<file path="config.mk">
export PLATFORM = sky130hd
export DESIGN_NAME = shape_prog_ctrl
export DESIGN_NICKNAME = d
export VERILOG_FILES = /design/src/rtl/shape_prog_ctrl.sv
export SDC_FILE = /design/constraint.sdc
export NUM_CORES = 1
export LEC_CHECK = 0
export BUFFER_PORTS_ARGS = -buffer_cell sky130_fd_sc_hd__buf_2
export CORE_AREA = 10 10 206 208
export DETAILED_ROUTE_END_ITERATION = 10
export DIE_AREA = 0 0 216 218
export PLACE_DENSITY = 0.47
export SYNTH_ARGS = -nofsm -noshare
export SYNTH_HDL_FRONTEND = slang
export SYNTH_SLANG_ARGS = --single-unit
</file>
<file path="constraint.sdc">
create_clock -name clk -period 5.6 [get_ports clk]
set_input_delay 0.56 -clock clk [delete_from_list [all_inputs] [get_ports clk]]
set_output_delay 0.56 -clock clk [all_outputs]
set_load 0.05 [all_outputs]
</file>
<file path="src/rtl/shape_prog_ctrl.sv">
// Buffers UART program packets in a small FIFO and commits them to the shape
// register bank only while the renderer is idle, discarding out-of-range shapes.
module shape_prog_ctrl #(
    parameter int ADDR_W     = 12,
    parameter int DATA_W     = 12,
    parameter int FIFO_DEPTH = 8,
    parameter int MAX_SHAPES = 16
) (
    input  logic              clk,
    input  logic              rst,
    input  logic              program_in,
    input  logic [ADDR_W-1:0] shape_addr_in,
    input  logic [ADDR_W-1:0] reg_addr_in,
    input  logic [DATA_W-1:0] data_in,
    input  logic              frame_busy,
    output logic              wr_en,
    input  logic              wr_ready,
    output logic [ADDR_W-1:0] wr_shape,
    output logic [ADDR_W-1:0] wr_reg,
    output logic [DATA_W-1:0] wr_data,
    output logic              fifo_full,
    output logic              fifo_empty,
    output logic              overflow,
    output logic [7:0]        drop_count,
    output logic [1:0]        state_dbg
);

    localparam int PTR_W = $clog2(FIFO_DEPTH);
    localparam int CNT_W = PTR_W + 1;
    localparam logic [CNT_W-1:0] FULL_CNT = CNT_W'(FIFO_DEPTH);
    localparam logic [ADDR_W:0]  MAX_S    = (ADDR_W + 1)'(MAX_SHAPES);

    typedef enum logic [1:0] {
        S_IDLE  = 2'd0,
        S_ISSUE = 2'd1,
        S_GAP   = 2'd2
    } state_t;

    state_t state;

    logic [ADDR_W-1:0] shape_mem [FIFO_DEPTH];
    logic [ADDR_W-1:0] reg_mem   [FIFO_DEPTH];
    logic [DATA_W-1:0] data_mem  [FIFO_DEPTH];

    logic [PTR_W-1:0] wr_ptr;
    logic [PTR_W-1:0] rd_ptr;
    logic [CNT_W-1:0] count;

    logic push;
    logic pop;
    logic head_ok;

    assign fifo_full  = (count == FULL_CNT);
    assign fifo_empty = (count == '0);
    assign state_dbg  = state;

    // Fullness uses the registered count, so a pop in the same cycle never makes room.
    assign push    = program_in & ~fifo_full;
    assign pop     = (state == S_IDLE) & ~fifo_empty & ~frame_busy;
    assign head_ok = ({1'b0, shape_mem[rd_ptr]} < MAX_S);

    // Storage holds no reset: entries are only visible through count.
    always_ff @(posedge clk) begin
        if (push) begin
            shape_mem[wr_ptr] <= shape_addr_in;
            reg_mem[wr_ptr]   <= reg_addr_in;
            data_mem[wr_ptr]  <= data_in;
        end
    end

    always_ff @(posedge clk or posedge rst) begin
        if (rst) begin
            wr_ptr   <= '0;
            rd_ptr   <= '0;
            count    <= '0;
            overflow <= 1'b0;
        end else begin
            if (push) wr_ptr <= wr_ptr + 1'b1;
            if (pop)  rd_ptr <= rd_ptr + 1'b1;
            case ({push, pop})
                2'b10:   count <= count + 1'b1;
                2'b01:   count <= count - 1'b1;
                default: count <= count;
            endcase
            if (program_in && fifo_full) overflow <= 1'b1;
        end
    end

    // Bank handshake: wr_en with wr_* is held stable until the bank raises
    // wr_ready; the write commits on the edge where both are high.
    always_ff @(posedge clk or posedge rst) begin
        if (rst) begin
            state      <= S_IDLE;
            wr_en      <= 1'b0;
            wr_shape   <= '0;
            wr_reg     <= '0;
            wr_data    <= '0;
            drop_count <= '0;
        end else begin
            case (state)
                S_IDLE: begin
                    wr_en <= 1'b0;
                    if (pop) begin
                        if (head_ok) begin
                            wr_shape <= shape_mem[rd_ptr];
                            wr_reg   <= reg_mem[rd_ptr];
                            wr_data  <= data_mem[rd_ptr];
                            wr_en    <= 1'b1;
                            state    <= S_ISSUE;
                        end else if (drop_count != 8'hFF) begin
                            drop_count <= drop_count + 8'd1;
                        end
                    end
                end
                S_ISSUE: begin
                    if (wr_ready) begin
                        wr_en <= 1'b0;
                        state <= S_GAP;
                    end
                end
                S_GAP: begin
                    wr_en <= 1'b0;
                    state <= S_IDLE;
                end
                default: begin
                    wr_en <= 1'b0;
                    state <= S_IDLE;
                end
            endcase
        end
    end

endmodule

</file>
# Word level (Yosys, flattened, before mapping)
# Memory sizes are Yosys's and may differ from the RTL's. A register that Yosys moved wholly into a read port is not among the register bits.
# Cells that the tools add are included.
# W data, S select, Z words.
# totals
register_bits	34
out_inout_bits	50
ram_bits	288
memories	3
# memory_table
memory	words	width	read_ports	rd_clocked_by_memory_dff	write_ports	line	rtl
data_mem	8	12	1	1	1	43	logic [DATA_W-1:0] data_mem [FIFO_DEPTH];
reg_mem	8	12	1	1	1	42	logic [ADDR_W-1:0] reg_mem [FIFO_DEPTH];
shape_mem	8	12	1	0	1	41	logic [ADDR_W-1:0] shape_mem [FIFO_DEPTH];
# op_classes
bitwise_logic	7
add_sub_neg	5
mux	11
n_reduce_logical	7
n_lt_le_gt_ge	1
n_eq_ne	8
# ops
op	count
$lt A12 B5 Y1 const B	1
$add A8 B1 Y8 const B	1
$ne A8 B8 Y1 const B	1
$pmux W4 S2	1
$add A3 B1 Y3 const B	2
$mux W2	3
$ne A2 B2 Y1 const B	3
$reduce_and A3 Y1	2
$mux W1	5
$add A4 B1 Y4 const B	1
$eq A2 B1 Y1 const B	2
$eq A4 B4 Y1 const B	1
$logic_not A4 Y1	1
$not A1 Y1	4
$pmux W2 S2	1
$reduce_and A4 Y1	1
$sub A4 B1 Y4 const B	1
$and A1 B1 Y1	3
$eq A2 B2 Y1 const B	1
$logic_not A2 Y1	1
$pmux W1 S2	1
$reduce_bool A2 Y1	1
$logic_and A1 B1 Y1	1

# Depth between registers and ports, before layout
# depth
depth_word	6
depth_mapped	12
ltp_nobuf	10

# Least setup slack after synthesis
# Ideal clock, no wire load.
# synth_path
path_type	flip-flop to flip-flop
from	register count[1]
to	memory data_mem[0][0], enable pin
path_stages_with_launch	6
path_buffers	1
path_slack_ns	1.387
period_less_slack_ns	4.213
arrival_time_ns	3.740
path_cell_list	dfrtp_1 clkbuf_1 nor4b_1 nor2b_1 nand2b_1 nor3_1
# synth_via
elab_chain_len	5
# synth_lines
item	line	rtl
start, declared	47	logic [CNT_W-1:0] count;
start signal, assigned	81	2'b10: count <= count + 1'b1;
start signal, assigned	82	2'b01: count <= count - 1'b1;
start signal, assigned	83	default: count <= count;
$eq A4 B4 Y1	53	assign fifo_full = (count == FULL_CNT);
named net fifo_full	21	output logic fifo_full,
$not A1 Y1	58	assign push = program_in & ~fifo_full;
$and A1 B1 Y1	58	
$mux W1	64	if (push) begin
$mux W1 (not written as such)	67	data_mem[wr_ptr] <= data_in;
end, declared	43	
# The timed path passes the listed nets, and every way through them passes these cells.

# Worst setup path after layout
# layout_path
from	register rd_ptr[0]
to	register wr_data[3] (read register of data_mem)
# layout_via
elab_chain_len	3
# layout_lines
item	line	rtl
start, declared	46	logic [PTR_W-1:0] rd_ptr;
start signal, assigned	79	if (pop) rd_ptr <= rd_ptr + 1'b1;
$mem_v2 Z8 W12	n/a	
$lt A12 B5 Y1	60	assign head_ok = ({1'b0, shape_mem[rd_ptr]} < MAX_S);
$reduce_and A3 Y1 (no line)	n/a	
end, declared	20	output logic [DATA_W-1:0] wr_data,
# Parallel ways exist; a longest one is shown, timed or not.
# A chain may end at the register's enable or synchronous reset.

==> flow_metrics.py <==
metrics = {
    "detailed_routing": {
        "avgRoutedWirePerCell_um": 22.78,
        "vias": 6106,
        "drc_errors": 0,
        "ant_nets": 0,
        "drt_iter0_markers": 360,
        "wirelength_um": 28940,
        "vias_per_cell": 4.808,
        "first_pass_iters": 4,
    },
    "cts": {
        "clock_path_buffers": 3,
        "clock-root-buffer": "clkbuf_16",
        "clkSlewWorstSetupHoldPaths_ns": 0.06,
        "clock_sinks": 346,
        "insertion_delay_ns": 0.52,
        "htreeDepth": 2,
        "cts_buffers": 38,
        "postCtsSetupBuffers": 0,
        "cts_tree": "done",
        "ctsHoldBuffers": 0,
        "ctsResizeCount": 0,
    },
    "placed_design": {
        "hpwl_um": 16550,
        "place_ws_ns": 1.862,
        "placed_cells": 1198,
        "portBuffers": 90,
        "gp_congestion": 0.7017,
        "placed_cell_area_um2": 14360,
    },
    "logic_synthesis": {
        "async_flop_share": 0.1676,
        "ys_types": 39,
        "seq_area_frac_synth": 0.7641,
        "syn-num-nets": 650,
        "ys_ff_latch": 346,
        "synth_flop_cell": "edfxtp_1",
        "synthTopCellsByArea": "edfxtp_1, mux4_2, dfrtp_1, mux2_2, xnor2_1",
        "yosysWarningCount": 0,
        "synth_edf_count": 288,
        "synthCells": 603,
        "syn_area_um2": 13220,
        "avgSynthCellArea_um2": 21.92,
        "synth.top_cell.area_share": 0.6543,
        "synth_area_leader_cell": "edfxtp_1",
    },
    "job": {
        "drv_cap": 0,
    },
    "critical_path": {
        "worst-path-max-fanout": 49,
        "critical_path.top_delay_family": "multiplexers",
        "slowest_stage": "dfrtp_4",
        "required_ns": 6.01,
        "cp_num_buf_inv": 1,
        "crit_type": "register to register",
        "cp-start-kind": "register",
        "critPathMaxStageDelay_ns": 1.07,
        "arrival_ns": 4.03,
        "end_kind": "register",
        "crit_chain": "mux4_2 > mux2i_1 > nand4_2 > nor3_4 > buf_4 > mux2_2",
    },
    "final_layout": {
        "most-common-layout-cells": "edfxtp_1, buf_2, mux4_2, dfrtp_1, mux2_2",
        "top_regs": "data_mem: 96 flops, reg_mem: 96 flops, shape_mem: 96 flops",
        "final_nets": 767,
        "final_common_cell": "edfxtp_1",
        "drive_gt1_frac": 0.3965,
        "final_area_um2": 15610,
        "finalNonFillerCells": 1270,
        "area_growth_pct": 18.09,
        "post-route-util": 0.4077,
        "nFillCells": 3396,
    },
    "timing": {
        "slew_violations": 0,
        "hold_violations": 0,
        "setup_viol": 0,
        "holdWs_ns": 0.2582,
        "relSlewSlack": 0.2633,
        "fin_setup_tns_ns": 0,
        "worstMarginPinSlew_ns": 1.105,
        "clock_skew_ns": 0.01447,
        "period_share": 0.6463,
        "period_needed_ns": 3.619,
        "clock.fmax_mhz": 276.3,
        "rsz0062_at_grt": "false",
        "fin_ws_ns": 1.981,
    },
    "power": {
        "leakage_nw": 5.526,
        "vdd_drop_max_v": 0.0003196,
        "power_mw": 7.943,
        "power_density_nw_per_um2": 508.9,
    },
    "floorplan": {
        "initial_utilization": 0.3452,
        "die_x_um": 216,
        "fp.dieH_um": 218,
        "ios": 91,
        "dieArea_um2": 47090,
        "rows": 72,
        "coreArea_um2": 38290,
    },
    "global_routing": {
        "grt_pass1_vias": 6910,
        "grt_max_degree": 67,
        "grt_pass1_wl_um": 44680,
        "overflow": 0,
        "grt_antenna_before_repair": 4,
        "grt_usage": 0.1255,
    },
    "status": {
        "outcome": "complete, no violations",
    },
    "min_path": {
        "hold_path_class": "input port to register",
    },
}
worst paths after layout:
check	from	to	slack, ns	cells after the start
worst max-delay path	rd_ptr[0]	wr_data[3]	1.98	6
max in group asynchronous	rst	rd_ptr[0]	4.64	3
worst max register to register	rd_ptr[0]	wr_data[3]	1.98	6
min in group asynchronous	rst	wr_data[7]	0.27	3
worst min register to register	overflow	overflow	0.46	1
worst min-delay path	program_in	overflow	0.26	2
final cells by class:
class                           count  area, µm²  area share
Sequential cell                   346      10110      0.6476
Multi-Input combinational cell    226       3027      0.1939
Clock buffer                       55       1119     0.07166
Tap cell                          518      648.1     0.04152
Timing Repair Buffer              103      560.5     0.03591
Clock inverter                     14      120.1    0.007695
Inverter                            5      18.77    0.001202
Antenna cell                        3      7.507   0.0004810
synth_stat cells (2+ instances only):
library cell and count:
and3_1 2, nand2b_1 3, xor2_1 4, buf_1 3, o211ai_1 5, nor2b_1 9, buf_6 3, dfrtp_1 58
nor2_1 10, clkbuf_1 11, nor3_1 2, nand2_1 15, mux2i_1 9, mux2_1 6, mux4_2 72, inv_1 5
a21o_1 2, buf_2 8, edfxtp_1 288, mux2_2 52, xnor2_1 11, ha_1 6, nand4_2 2, nand3_1 2
per-layer routing:
layer  share of wire  GRT usage
met1            0.44     0.1606
met3           0.048    0.03065
met2            0.49     0.2076
met5         0.00041          0
met4           0.023    0.03892
logic make-up (layout without fill, tap and decap cells):
kind of cell / Yosys count / after routing / share of synthesized area
AO/OA/AOI/OAI: 13 / 13 / 0.007857
XOR/XNOR: 15 / 15 / 0.009939
adder cells (fa/ha/maj): 6 / 6 / 0.005680
buffers and inverters: 31 / 177 / 0.01155
flip-flops: 346 / 346 / 0.7641
multiplexers: 139 / 139 / 0.1789
other: 0 / 3 / 0
AND/OR/NAND/NOR: 53 / 53 / 0.02196
where the power goes:
part | internal [mW] | switching (mW)
Combinational | 0.914 | 1.00
Sequential | 3.22 | 0.368
Clock | 1.48 | 0.960
Total | 5.61 | 2.33
No activity file was read; power rests on OpenSTA's default activity.
